==> config.mk <==
export PLATFORM = sky130hd
export DESIGN_NAME = rt_counter_flat
export DESIGN_NICKNAME = d
export VERILOG_FILES = /design/src/rtl/rt_counter_if.sv /design/src/rtl/rt_counter.sv /design/src/flat_wrapper.sv
export SDC_FILE = /design/constraint.sdc
export NUM_CORES = 1
export LEC_CHECK = 0
export ABC_AREA = 1
export BUFFER_PORTS_ARGS = -buffer_cell sky130_fd_sc_hd__buf_4
export CORE_ASPECT_RATIO = 1.75
export CORE_UTILIZATION = 35
export DETAILED_ROUTE_END_ITERATION = 16
export GPL_TIMING_DRIVEN = 0
export PLACE_DENSITY = 0.65
export SLEW_MARGIN = 10
export SYNTH_ARGS = -nofsm -noshare
export SYNTH_HDL_FRONTEND = slang
export SYNTH_SLANG_ARGS = --single-unit
==> constraint.sdc <==
create_clock -name clk -period 2.5 [get_ports clk]
set_clock_uncertainty 0.15 [all_clocks]
set_input_delay 0.125 -clock clk [delete_from_list [all_inputs] [get_ports clk]]
set_output_delay 0.125 -clock clk [all_outputs]
set_load 0.05 [all_outputs]
==> src/rtl/rt_counter_if.sv <==
`default_nettype none
// ============================================================================
//  Module   : rt_counter_if
//  Purpose  : Bundles the count-enable / clear controls and the count / carry
//             results of one rt_counter stage.
//  Revision : 1.0 - initial release
// ============================================================================
interface rt_counter_if #(
  parameter int WIDTH = 16
);
  logic             enable;
  logic             clear;
  logic [WIDTH-1:0] count;
  logic             carry_out;

  // Controller side: drives the controls, observes the count.
  modport master (
    output enable,
    output clear,
    input  count,
    input  carry_out
  );

  // Counter side: receives the controls, produces the count.
  modport slave (
    input  enable,
    input  clear,
    output count,
    output carry_out
  );
endinterface : rt_counter_if
`default_nettype wire

==> src/rtl/rt_counter.sv <==
`default_nettype none
// ============================================================================
//  Module   : rt_counter
//  Purpose  : Up-counter with count-enable, synchronous clear and a one-cycle
//             registered carry pulse on the MAX_COUNT -> 0 wrap. Stages can be
//             cascaded by feeding carry_out into the next stage's enable.
//  Revision : 1.0 - initial release
// ============================================================================
module rt_counter #(
  parameter int               WIDTH     = 16,
  parameter logic [WIDTH-1:0] MAX_COUNT = {WIDTH{1'b1}}
) (
  input  wire logic    clk,
  input  wire logic    rstn,
  rt_counter_if.slave  bus
);

  logic [WIDTH-1:0] count_q;
  logic [WIDTH-1:0] count_d;
  logic             carry_q;
  logic             carry_d;

  // Next-state: clear beats enable; the wrap is the only source of carry, so
  // a held or cleared counter never pulses carry.
  always_comb begin
    count_d = count_q;
    carry_d = 1'b0;
    if (bus.clear) begin
      count_d = '0;
    end else if (bus.enable) begin
      if (count_q == MAX_COUNT) begin
        count_d = '0;
        carry_d = 1'b1;
      end else begin
        count_d = count_q + WIDTH'(1);
      end
    end
  end

  // State registers; reset clears both outputs immediately, cutting short any
  // carry pulse that is in flight.
  always_ff @(posedge clk or negedge rstn) begin
    if (!rstn) begin
      count_q <= '0;
      carry_q <= 1'b0;
    end else begin
      count_q <= count_d;
      carry_q <= carry_d;
    end
  end

  // Outputs come straight from flops: no input-to-output combinational path.
  assign bus.count     = count_q;
  assign bus.carry_out = carry_q;

endmodule : rt_counter
`default_nettype wire

==> src/flat_wrapper.sv <==
// flat-port wrapper written by rule: the top's interface ports become plain ports
module rt_counter_flat 
#(
  parameter int               WIDTH     = 16,
  parameter logic [WIDTH-1:0] MAX_COUNT = {WIDTH{1'b1}}
)
  (clk, rstn, bus_enable, bus_clear, bus_count, bus_carry_out);
  rt_counter_if #(.WIDTH(WIDTH)) bus_i ();
  input  wire logic clk;
  input  wire logic rstn;
  input wire logic [$bits(bus_i.enable)-1:0] bus_enable;
  input wire logic [$bits(bus_i.clear)-1:0] bus_clear;
  output wire logic [$bits(bus_i.count)-1:0] bus_count;
  output wire logic [$bits(bus_i.carry_out)-1:0] bus_carry_out;
  assign bus_i.enable = bus_enable;
  assign bus_i.clear = bus_clear;
  assign bus_count = bus_i.count;
  assign bus_carry_out = bus_i.carry_out;
  rt_counter #(.WIDTH(WIDTH), .MAX_COUNT(MAX_COUNT)) u_core (.clk(clk), .rstn(rstn), .bus(bus_i));
endmodule
==> flow_metrics.env, run 1 <==
export IMPL_core_area_um2=2930
export IMPL_die_w_um=43.8
export IMPL_antenna_found_initial=0
export IMPL_synth_avg_cell_area_um2=7.34
export IMPL_cts_buffer_depth=2
export IMPL_synth_main_ff_cell="dfrtp_1"
export IMPL_hp_class="in -> reg"
export IMPL_ctsResizeCount=0
export IMPL_final_net_count=178
export IMPL_die_area_um2=3290
export IMPL_critical_path_cell_chain="ha_1 -> nand2_1 -> nor3_2 -> nand3_4 -> nand2_4 -> buf_12 -> nor2_2"
export IMPL_worstSetupPathType="reg -> reg"
export IMPL_ys_ff_latch=17
export IMPL_yosysWarnings=0
export IMPL_layout_cells_non_filler=200
export IMPL_cts_sinks=17
export IMPL_irDropWorstVdd_mv=0.278
export IMPL_synth_common_cells="36 x nand2_1, 26 x nor2_1, 17 x dfrtp_1, 16 x inv_1, 15 x nand3_1"
export IMPL_reg2reg_from="u_core.bus.count[0]"
export IMPL_yosysTopAreaCell="dfrtp_1"
export IMPL_fmax_ghz=0.575
export IMPL_vias_per_cell=5.05
export IMPL_status="complete, but fails checks"
export IMPL_drt_first_pass_iters=11
export IMPL_cts_tree="done"
export IMPL_dp_cells=194
export IMPL_worstPathArrival_ps=1740
export IMPL_clk_latency_ps=260
export IMPL_gp_congestion=0.852
export IMPL_powerDensity_nw_per_um2=411
export IMPL_clk_pin_slew_ps=70
export IMPL_ys_top_cells_by_area="dfrtp_1 40%, nand2_1 13%, nor2_1 9.1%"
export IMPL_synthDistinctLibCells=22
export IMPL_hold_viol_final=0
export IMPL_synthesis_area_um2=1070
export IMPL_violations="DRC"
export IMPL_start_util_pct=36.6
export IMPL_first_iter_violations=15
export IMPL_synth_most_common_cell="nand2_1"
export IMPL_synth_cells=146
export IMPL_crit_start="u_core.bus.count[0]"
export IMPL_grt_pass1_vias=988
export IMPL_startpoint_type="flop"
export IMPL_post_cts_setup_buffer_count=0
export IMPL_cts_buffers=3
export IMPL_slowest_delay_ps=440
export IMPL_synth_nets=151
export IMPL_tightest_slew_ps=284
export IMPL_synth_edf_count=0
export IMPL_io_pins=21
export IMPL_dp_slack_ps=758
export IMPL_drive_gt1_share_pct=25.0
export IMPL_drv_slew=0
export IMPL_critPathCaptureType="flop"
export IMPL_via_count=1010
export IMPL_synth_top_cell_area_share_pct=39.7
export IMPL_dp_hpwl_um=1940
export IMPL_setup_tns_ps=0
export IMPL_power_uw=544
export IMPL_ant_nets=0
export IMPL_min_from="bus_enable"
export IMPL_finalSetupViolCount=0
export IMPL_worstPathRequired_ps=2500
export IMPL_overflow=0
export IMPL_grt_pass1_wl_um=4310
export IMPL_die_h_um=75.2
export IMPL_clock_root_buffer="clkbuf_8"
export IMPL_max_slew_margin_pct=80.9
export IMPL_min_period_ps=1740
export IMPL_path_max_fanout=10
export IMPL_diodes=0
export IMPL_rows=26
export IMPL_cts_max_level=1
export IMPL_routed_wl_um=2490
export IMPL_wire_per_inst_um=12.4
export IMPL_grt_usage_pct=18.1
export IMPL_syn_to_final_growth_pct=23.4
export IMPL_grt_max_degree=18
export IMPL_io_buffers=20
export IMPL_maxCapViolCount=0
export IMPL_setup_slack_ps=761
export IMPL_async_flop_share_pct=100
export IMPL_cellLeakagePower_uw=0.000592
export IMPL_rsz0062_at_grt="no"
export IMPL_route_detailed_drc=1
export IMPL_slowest_stage="dfrtp_1"
export IMPL_yosysSeqAreaShare_pct=39.7
export IMPL_fin_crit_sh_pct=69.6
layout by cell type (no fill, tap or decap):
cell type      count
nor3_1             2
dlygate4sd3_1      2
o21bai_1           2
nor3b_1            1
nor2_4             1
nand2_2            2
clkbuf_1           1
inv_1             16
buf_4             21
xor2_1             4
nor3_2             1
nand3_4            1
nand4_1            1
clkinv_2           1
dfrtp_1           17
nand2_4            1
clkbuf_8           3
nand2_1           36
nor2_1            26
o21ai_0            3
buf_12             1
nand3_1           15
nor2_2            11
ha_1               1
o22ai_1            2
logic make-up after synthesis:
logic type	count (synthesis)	share of synthesized area [%]
AOI/OAI and AO/OA	7	3.97
xor gates and xnor gates	4	3.27
adders and majority gates	1	1.17
buffers and inverters	19	8.64
DFF	17	39.7
and+or+nand+nor	98	43.2
per-layer routing:
layer / share of wire (%) / global-route usage (%) / vias to the layer above
li1: - / - / 510
met1: 38 / 19.4 / 471
met2: 57 / 33.7 / 24
met3: 3.0 / 1.68 / 5
met4: 2.2 / 10.1 / 0
met5: 0 / 0 / -
cell type report:
cell class | instances | area [um2]
tap | 28 | 35.0
sequential | 17 | 425
inverter | 17 | 65.1
timing repair buffer | 22 | 170
clock buffer | 4 | 45.0
multi-input combinational | 110 | 553
fill | 307 | 1610
buffer | 2 | 27.5
repair_timing:
| action | in CTS | in global routing |
|---|---|---|
| hold endpoints to repair | 18 | 0 |
| endpoints found under the setup margin | 0 | 0 |
| hold buffers | 2 | 0 |
worst max-delay path: cells and delay by family, from the launching register on:
family	cells	cell delay (ps)
adder cells (fa/ha/maj)	1	220
AND/OR/NAND/NOR	5	670
buffers and inverters	1	140
flip-flops	1	440
sequential cells by signal (all words and copies together) (netlist names):
name / count
u_core.bus.count: 16
u_core.bus.carry_out: 1
path summary, 6_finish.rpt:
check | to | slack [ps] | cells past startpoint
hold / removal | u_core.bus.carry_out | 8 | 3
max in group asynchronous | u_core.bus.count[4] | 1890 | 2
setup reg to reg | u_core.bus.count[7] | 760 | 7
hold reg to reg | u_core.bus.count[1] | 390 | 2
min in group asynchronous | u_core.bus.count[14] | 120 | 2
setup / recovery | u_core.bus.count[7] | 760 | 7
metrics by stage:
stage | util [%] | cell area (um2) | hold WS (ps)
floorplan | - | 1070 | -321
global placement | 42.9 | 1260 | -147
detailed placement | 42.9 | 1260 | -141
CTS | 45.1 | 1320 | 17.0
global route | 45.1 | 1320 | 15.6
finish | 45.1 | 1320 | 8.35
power breakdown:
group	total, uW	internal, uW	switching (uW)
clock network	210	113	96.1
registers	282	278	3.81
logic	52.3	17.5	34.8
(Power assumes the default switching activity.)
==> run 2, diff against run 1 <==
==> constraint.sdc (replaced) <==
create_clock -name clk -period 1.8 [get_ports clk]
set_clock_uncertainty 0.15 [all_clocks]
set_input_delay 0.09 -clock clk [delete_from_list [all_inputs] [get_ports clk]]
set_output_delay 0.09 -clock clk [all_outputs]
set_load 0.05 [all_outputs]
==> flow_metrics.env, run 2 (synthesized netlist as in run 1, its figures left out) <==
export IMPL_p_int_uw=570
export IMPL_hp_class="in -> async"
export IMPL_setup_tns_ps=0
export IMPL_hold_viol_final=0
export IMPL_grt_max_degree=18
export IMPL_io_buffers=20
export IMPL_cts_buffers=3
export IMPL_cts_tree="done"
export IMPL_drt_first_pass_iters=12
export IMPL_power_switching_uw=194
export IMPL_dp_hpwl_um=1930
export IMPL_finalSetupViolCount=0
export IMPL_max_slew_margin_pct=78.9
export IMPL_via_count=1016
export IMPL_irDropWorstVdd_mv=0.289
export IMPL_final_core_util_pct=45.6
export IMPL_grt_pass1_wl_um=4310
export IMPL_worstPathArrival_ps=1710
export IMPL_crit_start="u_core.bus.count[0]"
export IMPL_tightest_slew_ps=314
export IMPL_critical_path_cell_chain="ha_1 -> nand2_1 -> nor3_2 -> nand3_4 -> nand2_4 -> buf_12 -> nor2_2"
export IMPL_routed_wl_um=2560
export IMPL_cts_max_level=1
export IMPL_die_h_um=75.2
export IMPL_rows=26
export IMPL_pwr_share_clk_pct=38.9
export IMPL_combPwrFrac_pct=9.8
export IMPL_startpoint_type="flop"
export IMPL_cts_buffer_depth=2
export IMPL_clk_latency_ps=260
export IMPL_cts_sinks=17
export IMPL_diodes=0
export IMPL_slowest_stage="dfrtp_2"
export IMPL_syn_to_final_growth_pct=24.5
export IMPL_die_w_um=43.8
export IMPL_ant_nets=0
export IMPL_maxCapViolCount=0
export IMPL_fmax_ghz=0.583
export IMPL_core_area_um2=2930
export IMPL_r2r_slack_ps=80
export IMPL_critPathCaptureType="flop"
export IMPL_largest_register_ffs=16
export IMPL_cellLeakagePower_uw=0.000593
export IMPL_min_period_ps=1720
export IMPL_status="complete, but fails checks"
export IMPL_grt_pass1_vias=1006
export IMPL_violations="DRC"
export IMPL_layout_common_cells="36 x nand2_1, 26 x nor2_1, 21 x buf_4, 16 x inv_1"
export IMPL_power_switching_share_pct=25.4
export IMPL_drive_gt1_share_pct=26.0
export IMPL_die_area_um2=3290
export IMPL_io_pins=21
export IMPL_worstPathRequired_ps=1800
export IMPL_clock_root_buffer="clkbuf_8"
export IMPL_clk_pin_slew_ps=70
export IMPL_ctsResizeCount=0
export IMPL_powerDensity_nw_per_um2=573
export IMPL_grt_usage_pct=17.9
export IMPL_slowest_delay_ps=420
export IMPL_path_max_fanout=10
export IMPL_overflow=0
export IMPL_worstSetupPathType="reg -> reg"
export IMPL_route_detailed_drc=1
export IMPL_fill_cells=314
export IMPL_pwr_share_seq_pct=51.3
export IMPL_start_util_pct=36.6
export IMPL_final_net_count=179
export IMPL_power_uw=764
export IMPL_wire_per_inst_um=12.7
export IMPL_final_common_cell="nand2_1"
export IMPL_gp_congestion=0.882
export IMPL_drv_slew=0
export IMPL_fin_crit_sh_pct=95.4
export IMPL_reg2reg_from="u_core.bus.count[0]"
export IMPL_antenna_found_initial=0
export IMPL_vias_per_cell=5.05
export IMPL_rsz0062_at_grt="no"
export IMPL_first_iter_violations=19
[run 2: changes by cell type in the layout (fill, tap and decap cells not counted)]
cell	change
dfrtp_1	-2
dfrtp_2	+2
dlygate4sd3_1	+1
[run 2: final timing paths]
path                                             end  cells after the start
worst max-delay path             u_core.bus.count[7]                      7
min in group clk                 u_core.bus.count[1]                      2
worst max register to register   u_core.bus.count[7]                      7
max in group asynchronous        u_core.bus.count[0]                      2
worst min register to register   u_core.bus.count[1]                      2
worst min-delay path            u_core.bus.count[14]                      2
[run 2: worst max-delay path, delay by kind of cell, from the launching register on]
kind	cells	cell delay [ps]
simple gates	5	680
flops	1	420
fa+ha+maj	1	200
buf+inv	1	140
[run 2: per-stage QoR]
step / instance area, um2 / std cells / setup WS [ps] / hold WS [ps]
floorplan: 1070 / 146 / 25.6 / -356
global placement: 1260 / 194 / 117 / -182
detailed placement: 1260 / 194 / 101 / -175
CTS: 1330 / 201 / 90.7 / 95.0
global route: 1330 / 201 / 35.8 / 103
finish: 1330 / 201 / 83.3 / 85.3
[run 2: timing repair]
action                                 4_1_cts  5_1_grt
setup buffers                                0        0
endpoints found under the hold margin       19        0
hold buffers                                 3        0
[run 2: power by group through the flow]
stage | logic (uW) | registers, uW | clock network, uW
finish | 74.9 | 392 | 297
global route | 82.3 | 392 | 315
CTS | 75.9 | 392 | 302
detailed placement | 70.9 | 399 | 0
global placement | 70.3 | 399 | 0
floorplan | 28.2 | 412 | 0
[run 2: cell type report]
type / instances / area [um2] / share of cell area, %
repair buffers: 23 / 180 / 13.5
well taps: 28 / 35.0 / 2.63
multi-input cells: 110 / 553 / 41.5
clock buffers: 4 / 45.0 / 3.38
inverters: 17 / 65.1 / 4.88
flip-flops and latches: 17 / 428 / 32.1
plain buffers: 2 / 27.5 / 2.06
[run 2: layer usage]
layer  vias to the layer above  GRT usage, %  part of all wire [%]
li1                        510             -                     -
met1                       477          18.3                    38
met2                        24          34.0                    57
met3                         5          2.16                   2.9
met4                         0          10.1                   2.1
met5                         -             0                     0
